`config.mk`:
```
export PLATFORM = sky130hd
export DESIGN_NAME = multicycle_control_flat
export DESIGN_NICKNAME = d
export VERILOG_FILES = /design/src/rtl/multicycle_control_if.sv /design/src/rtl/multicycle_control.sv /design/src/flat_wrapper.sv
export SDC_FILE = /design/constraint.sdc
export NUM_CORES = 1
export LEC_CHECK = 0
export CAP_MARGIN = 30
export CORE_MARGIN = 5
export CORE_UTILIZATION = 40
export CTS_BUF_LIST = sky130_fd_sc_hd__clkbuf_4 sky130_fd_sc_hd__clkbuf_8 sky130_fd_sc_hd__clkbuf_16
export CTS_CLUSTER_DIAMETER = 50
export DETAILED_ROUTE_END_ITERATION = 16
export PLACE_DENSITY = 0.86
export SYNTH_ARGS = -nofsm -noshare
export SYNTH_HDL_FRONTEND = slang
export SYNTH_SLANG_ARGS = --single-unit
```
`constraint.sdc`:
```
create_clock -name clk -period 2.8 [get_ports clk]
set_clock_uncertainty 0.05 [all_clocks]
set_input_delay 0.56 -clock clk [delete_from_list [all_inputs] [get_ports clk]]
set_output_delay 0.56 -clock clk [all_outputs]
set_load 0.01 [all_outputs]
```
`src/rtl/multicycle_control_if.sv`:
```
// Control/datapath bundle for the multicycle MIPS control unit.
// master = control unit side, slave = datapath/memory side.
interface multicycle_control_if;
    logic       MemReady;
    logic [5:0] Opcode;
    logic [5:0] Funct;
    logic [3:0] ALUOperation;
    logic       ALUSrcA;
    logic [1:0] ALUSrcB;
    logic       ZeroExt;
    logic       IorD;
    logic       MemRead;
    logic       MemWrite;
    logic       IRWrite;
    logic       PCWrite;
    logic       PCWriteCond;
    logic       RegWrite;
    logic       RegDst;
    logic       MemtoReg;
    logic [1:0] PCSource;
    logic [3:0] State;
    logic       Illegal;

    modport master (
        input  MemReady, Opcode, Funct,
        output ALUOperation, ALUSrcA, ALUSrcB, ZeroExt, IorD, MemRead, MemWrite,
               IRWrite, PCWrite, PCWriteCond, RegWrite, RegDst, MemtoReg,
               PCSource, State, Illegal
    );

    modport slave (
        output MemReady, Opcode, Funct,
        input  ALUOperation, ALUSrcA, ALUSrcB, ZeroExt, IorD, MemRead, MemWrite,
               IRWrite, PCWrite, PCWriteCond, RegWrite, RegDst, MemtoReg,
               PCSource, State, Illegal
    );
endinterface

```
`src/rtl/multicycle_control.sv`:
```
// Moore FSM control unit for the multicycle MIPS datapath.
// Optional feature: define ILLEGAL_OP_TRAP_EN to trap illegal instructions in HALT.
module multicycle_control #(
    parameter int STATE_W = 4
) (
    input  logic                 clk,
    input  logic                 reset,
    multicycle_control_if.master bus
);

    typedef enum logic [STATE_W-1:0] {
        S_FETCH    = STATE_W'(0),
        S_DECODE   = STATE_W'(1),
        S_EXEC_R   = STATE_W'(2),
        S_RWB      = STATE_W'(3),
        S_MEMADDR  = STATE_W'(4),
        S_MEMREAD  = STATE_W'(5),
        S_MEMWB    = STATE_W'(6),
        S_MEMWRITE = STATE_W'(7),
        S_EXEC_I   = STATE_W'(8),
        S_IWB      = STATE_W'(9),
        S_BRANCH   = STATE_W'(10),
        S_JUMP     = STATE_W'(11),
        S_HALT     = STATE_W'(12)
    } state_t;

    localparam logic [5:0] OP_RTYPE = 6'h00;
    localparam logic [5:0] OP_J     = 6'h02;
    localparam logic [5:0] OP_BEQ   = 6'h04;
    localparam logic [5:0] OP_ADDI  = 6'h08;
    localparam logic [5:0] OP_ANDI  = 6'h0C;
    localparam logic [5:0] OP_ORI   = 6'h0D;
    localparam logic [5:0] OP_LW    = 6'h23;
    localparam logic [5:0] OP_SW    = 6'h2B;

    localparam logic [3:0] ALU_AND = 4'b0000;
    localparam logic [3:0] ALU_OR  = 4'b0001;
    localparam logic [3:0] ALU_NOR = 4'b0010;
    localparam logic [3:0] ALU_ADD = 4'b0011;
    localparam logic [3:0] ALU_SUB = 4'b0100;
    localparam logic [3:0] ALU_SLL = 4'b0101;
    localparam logic [3:0] ALU_SRL = 4'b0110;

    // Returns {valid, alu_op}; valid=0 flags an unsupported R-type function.
    function automatic logic [4:0] funct_decode(input logic [5:0] funct);
        logic [4:0] res;
        case (funct)
            6'h20:   res = {1'b1, ALU_ADD};
            6'h22:   res = {1'b1, ALU_SUB};
            6'h24:   res = {1'b1, ALU_AND};
            6'h25:   res = {1'b1, ALU_OR};
            6'h27:   res = {1'b1, ALU_NOR};
            6'h00:   res = {1'b1, ALU_SLL};
            6'h02:   res = {1'b1, ALU_SRL};
            default: res = {1'b0, ALU_AND};
        endcase
        return res;
    endfunction

    state_t     state_r;
    state_t     state_next_s;
    logic [4:0] fdec_s;

    assign fdec_s = funct_decode(bus.Funct);

    // State register; reset lands in FETCH immediately.
    always_ff @(posedge clk or negedge reset) begin
        if (!reset) begin
            state_r <= S_FETCH;
        end else begin
            state_r <= state_next_s;
        end
    end

    // Next-state and Moore output decode.
    always_comb begin
        state_next_s     = S_FETCH;
        bus.ALUOperation = ALU_AND;
        bus.ALUSrcA      = 1'b0;
        bus.ALUSrcB      = 2'b00;
        bus.ZeroExt      = 1'b0;
        bus.IorD         = 1'b0;
        bus.MemRead      = 1'b0;
        bus.MemWrite     = 1'b0;
        bus.IRWrite      = 1'b0;
        bus.PCWrite      = 1'b0;
        bus.PCWriteCond  = 1'b0;
        bus.RegWrite     = 1'b0;
        bus.RegDst       = 1'b0;
        bus.MemtoReg     = 1'b0;
        bus.PCSource     = 2'b00;
        bus.Illegal      = 1'b0;
        bus.State        = 4'(state_r);

        case (state_r)
            S_FETCH: begin
                bus.MemRead      = 1'b1;
                bus.ALUSrcB      = 2'b01;
                bus.ALUOperation = ALU_ADD;
                bus.IRWrite      = bus.MemReady;
                bus.PCWrite      = bus.MemReady;
                if (bus.MemReady) begin
                    state_next_s = S_DECODE;
                end else begin
                    state_next_s = S_FETCH;
                end
            end
            S_DECODE: begin
                bus.ALUSrcB      = 2'b11;
                bus.ALUOperation = ALU_ADD;
                case (bus.Opcode)
                    OP_RTYPE:               state_next_s = S_EXEC_R;
                    OP_LW, OP_SW:           state_next_s = S_MEMADDR;
                    OP_ADDI, OP_ANDI, OP_ORI: state_next_s = S_EXEC_I;
                    OP_BEQ:                 state_next_s = S_BRANCH;
                    OP_J:                   state_next_s = S_JUMP;
`ifdef ILLEGAL_OP_TRAP_EN
                    default:                state_next_s = S_HALT;
`else
                    default:                state_next_s = S_FETCH;
`endif
                endcase
            end
            S_EXEC_R: begin
                bus.ALUSrcA = 1'b1;
                if (fdec_s[4]) begin
                    bus.ALUOperation = fdec_s[3:0];
                    state_next_s     = S_RWB;
                end else begin
                    bus.ALUOperation = ALU_AND;
`ifdef ILLEGAL_OP_TRAP_EN
                    state_next_s     = S_HALT;
`else
                    state_next_s     = S_FETCH;
`endif
                end
            end
            S_RWB: begin
                bus.RegDst   = 1'b1;
                bus.RegWrite = 1'b1;
            end
            S_MEMADDR: begin
                bus.ALUSrcA      = 1'b1;
                bus.ALUSrcB      = 2'b10;
                bus.ALUOperation = ALU_ADD;
                if (bus.Opcode == OP_LW) begin
                    state_next_s = S_MEMREAD;
                end else begin
                    state_next_s = S_MEMWRITE;
                end
            end
            S_MEMREAD: begin
                bus.MemRead = 1'b1;
                bus.IorD    = 1'b1;
                if (bus.MemReady) begin
                    state_next_s = S_MEMWB;
                end else begin
                    state_next_s = S_MEMREAD;
                end
            end
            S_MEMWB: begin
                bus.MemtoReg = 1'b1;
                bus.RegWrite = 1'b1;
            end
            S_MEMWRITE: begin
                bus.MemWrite = 1'b1;
                bus.IorD     = 1'b1;
                if (bus.MemReady) begin
                    state_next_s = S_FETCH;
                end else begin
                    state_next_s = S_MEMWRITE;
                end
            end
            S_EXEC_I: begin
                bus.ALUSrcA  = 1'b1;
                bus.ALUSrcB  = 2'b10;
                state_next_s = S_IWB;
                case (bus.Opcode)
                    OP_ANDI: begin
                        bus.ALUOperation = ALU_AND;
                        bus.ZeroExt      = 1'b1;
                    end
                    OP_ORI: begin
                        bus.ALUOperation = ALU_OR;
                        bus.ZeroExt      = 1'b1;
                    end
                    default: bus.ALUOperation = ALU_ADD;
                endcase
            end
            S_IWB: begin
                // ZeroExt follows the opcode still held in IR.
                bus.RegWrite = 1'b1;
                bus.ZeroExt  = (bus.Opcode == OP_ANDI) || (bus.Opcode == OP_ORI);
            end
            S_BRANCH: begin
                bus.ALUSrcA      = 1'b1;
                bus.ALUOperation = ALU_SUB;
                bus.PCWriteCond  = 1'b1;
                bus.PCSource     = 2'b01;
            end
            S_JUMP: begin
                bus.PCWrite  = 1'b1;
                bus.PCSource = 2'b10;
            end
`ifdef ILLEGAL_OP_TRAP_EN
            S_HALT: begin
                bus.Illegal  = 1'b1;
                state_next_s = S_HALT;
            end
`endif
            default: state_next_s = S_FETCH;
        endcase
    end

endmodule

```
`src/flat_wrapper.sv`:
```
// flat-port wrapper written by rule: the top's interface ports become plain ports
module multicycle_control_flat 
#(
    parameter int STATE_W = 4
)
  (clk, reset, bus_MemReady, bus_Opcode, bus_Funct, bus_ALUOperation, bus_ALUSrcA, bus_ALUSrcB, bus_ZeroExt, bus_IorD, bus_MemRead, bus_MemWrite, bus_IRWrite, bus_PCWrite, bus_PCWriteCond, bus_RegWrite, bus_RegDst, bus_MemtoReg, bus_PCSource, bus_State, bus_Illegal);
  multicycle_control_if bus_i ();
  input  logic clk;
  input  logic reset;
  input wire logic [$bits(bus_i.MemReady)-1:0] bus_MemReady;
  input wire logic [$bits(bus_i.Opcode)-1:0] bus_Opcode;
  input wire logic [$bits(bus_i.Funct)-1:0] bus_Funct;
  output wire logic [$bits(bus_i.ALUOperation)-1:0] bus_ALUOperation;
  output wire logic [$bits(bus_i.ALUSrcA)-1:0] bus_ALUSrcA;
  output wire logic [$bits(bus_i.ALUSrcB)-1:0] bus_ALUSrcB;
  output wire logic [$bits(bus_i.ZeroExt)-1:0] bus_ZeroExt;
  output wire logic [$bits(bus_i.IorD)-1:0] bus_IorD;
  output wire logic [$bits(bus_i.MemRead)-1:0] bus_MemRead;
  output wire logic [$bits(bus_i.MemWrite)-1:0] bus_MemWrite;
  output wire logic [$bits(bus_i.IRWrite)-1:0] bus_IRWrite;
  output wire logic [$bits(bus_i.PCWrite)-1:0] bus_PCWrite;
  output wire logic [$bits(bus_i.PCWriteCond)-1:0] bus_PCWriteCond;
  output wire logic [$bits(bus_i.RegWrite)-1:0] bus_RegWrite;
  output wire logic [$bits(bus_i.RegDst)-1:0] bus_RegDst;
  output wire logic [$bits(bus_i.MemtoReg)-1:0] bus_MemtoReg;
  output wire logic [$bits(bus_i.PCSource)-1:0] bus_PCSource;
  output wire logic [$bits(bus_i.State)-1:0] bus_State;
  output wire logic [$bits(bus_i.Illegal)-1:0] bus_Illegal;
  assign bus_i.MemReady = bus_MemReady;
  assign bus_i.Opcode = bus_Opcode;
  assign bus_i.Funct = bus_Funct;
  assign bus_ALUOperation = bus_i.ALUOperation;
  assign bus_ALUSrcA = bus_i.ALUSrcA;
  assign bus_ALUSrcB = bus_i.ALUSrcB;
  assign bus_ZeroExt = bus_i.ZeroExt;
  assign bus_IorD = bus_i.IorD;
  assign bus_MemRead = bus_i.MemRead;
  assign bus_MemWrite = bus_i.MemWrite;
  assign bus_IRWrite = bus_i.IRWrite;
  assign bus_PCWrite = bus_i.PCWrite;
  assign bus_PCWriteCond = bus_i.PCWriteCond;
  assign bus_RegWrite = bus_i.RegWrite;
  assign bus_RegDst = bus_i.RegDst;
  assign bus_MemtoReg = bus_i.MemtoReg;
  assign bus_PCSource = bus_i.PCSource;
  assign bus_State = bus_i.State;
  assign bus_Illegal = bus_i.Illegal;
  multicycle_control #(.STATE_W(STATE_W)) u_core (.clk(clk), .reset(reset), .bus(bus_i));
endmodule
```
* Yosys cells after proc, flatten, opt, wreduce, memory -nomap -nowiden *
Index checks and enable logic that the tools add are counted.

word-level totals
  bits of input ports = 15
  word-level logic and storage cells = 63
  bits in registers = 4
  output and inout port bits = 24

cells by class
  multiplexer cells = 25
  reduce and logical (&&, ||, !) cells = 13
  eq/ne operators = 24

operators by type and width
  cell                                            number
  == test 6 bit (second input constant)           7
  case mux 5 bit (7 select lines)                 1
  case mux 4 bit (7 select lines)                 1
  case mux 4 bit (5 select lines)                 1
  == test 6 x 4 -> 1 bit (second input constant)  3
  == test 4 x 3 -> 1 bit (second input constant)  4
  == test 4 bit (second input constant)           4
  case mux 4 bit (4 select lines)                 1
  == test 6 x 2 -> 1 bit (second input constant)  2
  logical NOT 6 bit                               2
  2-to-1 mux 1 bit                                11
  OR reduction 2 bit                              5
  OR reduction 3 bit                              3
  == test 4 x 2 -> 1 bit (second input constant)  2
  case mux 2 bit (2 select lines)                 2
  == test 6 x 3 -> 1 bit (second input constant)  1
  2-to-1 mux 2 bit                                3
  case mux 2 bit (3 select lines)                 1
  == test 4 x 1 -> 1 bit (second input constant)  1
  logical NOT 4 bit                               1
  2-to-1 mux 4 bit                                1
  case mux 1 bit (2 select lines)                 2
  OR reduction 4 bit                              1
  2-to-1 mux 3 bit                                1
  logical OR 1 bit                                1

* Logic depth before layout (Yosys ltp) *
Gate-level depths: netlist of run 1.

  word-level depth = 4
  mapped depth = 5
  depth with buffers taken out = 3

* Least setup slack after synthesis of run 1 *
Ideal clock, no wire load.

  path type = input to output
  start = input port bus_Opcode[1]
  end = output port bus_ZeroExt
  arrival = 1.361 ns
  data required time = 2.190 ns
  stages = 2
  buffers on the path = 0
  setup slack = 0.829 ns
  cells stage by stage = or3_4 nor4_1

on the way
  word-level cells in the longest chain between the ends = 4
  elaborated cells between the ends (all ways) = 6
  classes of those cells = eq/ne: 2; mux: 2; reduce/logical: 2

ends and longest elaborated chain
  item                                 RTL line                                              source
  from (decl)                          flat_wrapper.sv:11                                    input wire logic [$bits(bus_i.Opcode)-1:0] bus_Opcode;
  == test 6 x 4 -> 1 bit               multicycle_control.sv:178, multicycle_control.sv:193
  OR reduction 2 bit (no source line)  --
  2-to-1 mux 1 bit                     multicycle_control.sv:178                             case (bus.Opcode)
  case mux 1 bit (2 select lines) *    multicycle_control.sv:95                              case (state_r)
  to (decl)                            flat_wrapper.sv:16                                    output wire logic [$bits(bus_i.ZeroExt)-1:0] bus_ZeroExt;

Every way passes the cells marked *; elsewhere a longest branch is shown, timed or not.

* Worst setup path after layout of run 1 *
  start = input port bus_Funct[2]
  end = output port bus_ALUOperation[1]

on the way
  word-level cells in the longest chain between the ends = 4
  elaborated cells between the ends (all ways) = 10
  classes of those cells = eq/ne: 6; mux: 3; reduce/logical: 1

ends and longest elaborated chain
  item                                            RTL line                   source
  from (decl)                                     flat_wrapper.sv:12         input wire logic [$bits(bus_i.Funct)-1:0] bus_Funct;
  == test 6 x 2 -> 1 bit (tied with other cells)  multicycle_control.sv:47   case (funct)
  case mux 5 bit (7 select lines) *               multicycle_control.sv:47
  2-to-1 mux 4 bit *                              multicycle_control.sv:126  if (fdec_s[4]) begin
  case mux 4 bit (4 select lines) *               multicycle_control.sv:95
  to (decl)                                       flat_wrapper.sv:13         output wire logic [$bits(bus_i.ALUOperation)-1:0] bus_ALUOperation;

Marks and branches as above.

==> reports/metrics.cfg, run 1 <==
[logic_synthesis]
post-synth-top-count-cell=nor2_1
synth_area_per_cell_sq_um=7.591
yosys.area.top_type_share_pct=14.65
ys_warn_count=0
synth_top_area_cell=dfrtp_1
synthArstFlopShare_pct=100.0
synth_edf_count=0
ys_ff_latch=4
synth.distinct_cells=41
synthFlopType=dfrtp_1
syn-instance-count=90
yosys-top-cells-area=dfrtp_1, buf_4, nor2_1
synthTopCellsByCount=nor2_1, buf_4, nand2b_1
synth_area_sq_um=683.2
seq_area_frac_synth_pct=14.65

[status]
status=complete, no violations

[routing]
drc=0
vias=863
dr.pass1.iters=4
drt_iter0_markers=26
totalWireLength_microns=2258
wire_per_inst_microns=15.36
via_per_inst=5.871
antenna_left=0

[global_route]
grtUsageTotal_pct=17.78
grt_pass1_wl_microns=3456
grt_max_degree=18
antenna_found_initial=0
grt_pass1_vias=793
grt_overflow_total=0

[setup_path]
path_buf_inv=2
worst_setup_path_end_kind=primary output
critPathRequiredTime_ps=2190
critPathTopFamily=buffers and inverters
critical_path_class=input pin to primary output
path_max_fanout=5
path_cells=clkdlybuf4s50_1 -> and3_1 -> a211oi_1 -> o221ai_2 -> dlygate4sd2_1
start_kind=input pin
cpPeakStageDelay_ps=520
slowest_stage=clkdlybuf4s50_1
critPathArrivalTime_ps=2010

[die]
num_rows=15
pin_count=39
die_h_microns=51.33
die-area_sq_um=2634
initial_core_util_pct=40.90
die_w_microns=51.33
core_sq_um=1670

[sta]
finalSetupViolCount=0
fin_ws_ps=178.0
finalHoldViolations=0
rsz0062_at_grt=false
fmaxAchievable_ghz=0.3814
period_share_pct=93.64
slew_headroom_pct=64.85
period_needed_ps=2622
final_max_slew_viol_count=0
tightest_slew_ps=527.3

[clock_network]
cts_root_buf=clkbuf_4
cts_buffer_depth=2
cts_buffers=3
cts_tree=done
ctsHoldBuffers=0
htree_levels=1
cts_sinks=4
clk_latency_ps=240
cts_setup_buffers=0
clk_pin_slew_worst_paths_ps=40

[final_layout]
layout-drive-gt1-share_pct=16.15
n_fill_cell=148
nets=147
syn2layout_area_growth_pct=60.26
insertedDiodeCount=0
largest_reg_flops=4
stdcell_area_sq_um=1095

[job]
maxCapViolations=0

[place]
io_buffers=36
dp_slack_ps=-47.71
place_area_sq_um=1061
gp_congestion=0.8686
hpwl_microns=1695

[power_and_ir_drop]
vdd_drop_max_v=0.0003631
leakage_nw=0.4263
p_per_area_nw_per_um2=689.4

[min_path]
hold_path.class=input pin to async pin

placed cells by master (no fill, tap or decap), drive strengths merged, types with 3 or more instances in the layout:
cell,Yosys,final
nor2b,4,4
nand2,5,5
nor3,5,5
clkdlybuf4s50,0,32
nor4,3,3
buf,8,8
nand2b,5,5
nor4b,3,3
dlygate4sd2,0,3
inv,4,4
clkbuf,0,3
nor2,10,10
o21ai,6,6
dfrtp,4,4
repair_timing:
action,in CTS,in global routing
endpoints found under the setup margin,3,1
gates resized for setup,5,1
pin swaps,1,1
per-layer routing:
| layer | wire length, microns | track usage (%) |
|---|---|---|
| met3 | 167 | 1.749 |
| met2 | 1135 | 32.19 |
| met5 | 0 | 0 |
| met4 | 68 | 11.35 |
| met1 | 888 | 19.54 |
path summary, 6_finish.rpt:
kind,from,end,slack [ps],cells past startpoint
max in group asynchronous,reset,u_core.bus.State[0],2070,1
hold reg to reg,u_core.bus.State[1],u_core.bus.State[3],670,3
min in group clk,u_core.bus.State[1],u_core.bus.State[3],670,3
setup / recovery,bus_Funct[2],bus_ALUOperation[1],180,5
setup reg to reg,u_core.bus.State[0],u_core.bus.State[0],950,4
hold / removal,reset,u_core.bus.State[1],470,1
metrics by stage:
stage                     instances  utilization, %  power (mW)  hold WS [ps]  setup TNS [ps]
final                           147           65.54      0.7548         469.5               0
after detailed placement        144           63.52      0.6828         665.7          -61.63
after global placement          144           63.52      0.6724         658.9          -45.30
after floorplan                  91               -      0.4389         214.4               0
after global routing            147           65.54      0.8028         486.5               0
after CTS                       147           65.39      0.7524         462.0               0
area by class of cell:
type	count	area [sq um]	share of cell area, %
multi-input cells	75	516.7	47.20
well taps	17	21.27	1.943
inverters	4	15.01	1.371
repair buffers	44	419.2	38.29
flip-flops and latches	4	100.1	9.143
clock buffers	3	22.52	2.057
where the power goes:
part	switching (mW)	internal, mW	total [mW]
registers	0.0635	0.0753	0.139
logic	0.249	0.293	0.542
clock network	0.0256	0.0481	0.0737
total	0.338	0.416	0.755
kinds of logic after synthesis:
logic type	count (synthesis)	share of synthesized area (%)
AOI/OAI and AO/OA	24	25.46
xor gates and xnor gates	2	2.565
buffers and inverters	12	12.09
DFF	4	14.65
other	1	0.5489
and+or+nand+nor	47	44.69
Note: power is estimated with default switching activity, not from simulation.
==> inputs of run 2 (changes only) <==
- ABC_CLOCK_PERIOD_IN_PS: unset -> 2800
==> results of run 2 <==
No change in the layout: final DEF, timing and power equal those of run 1.
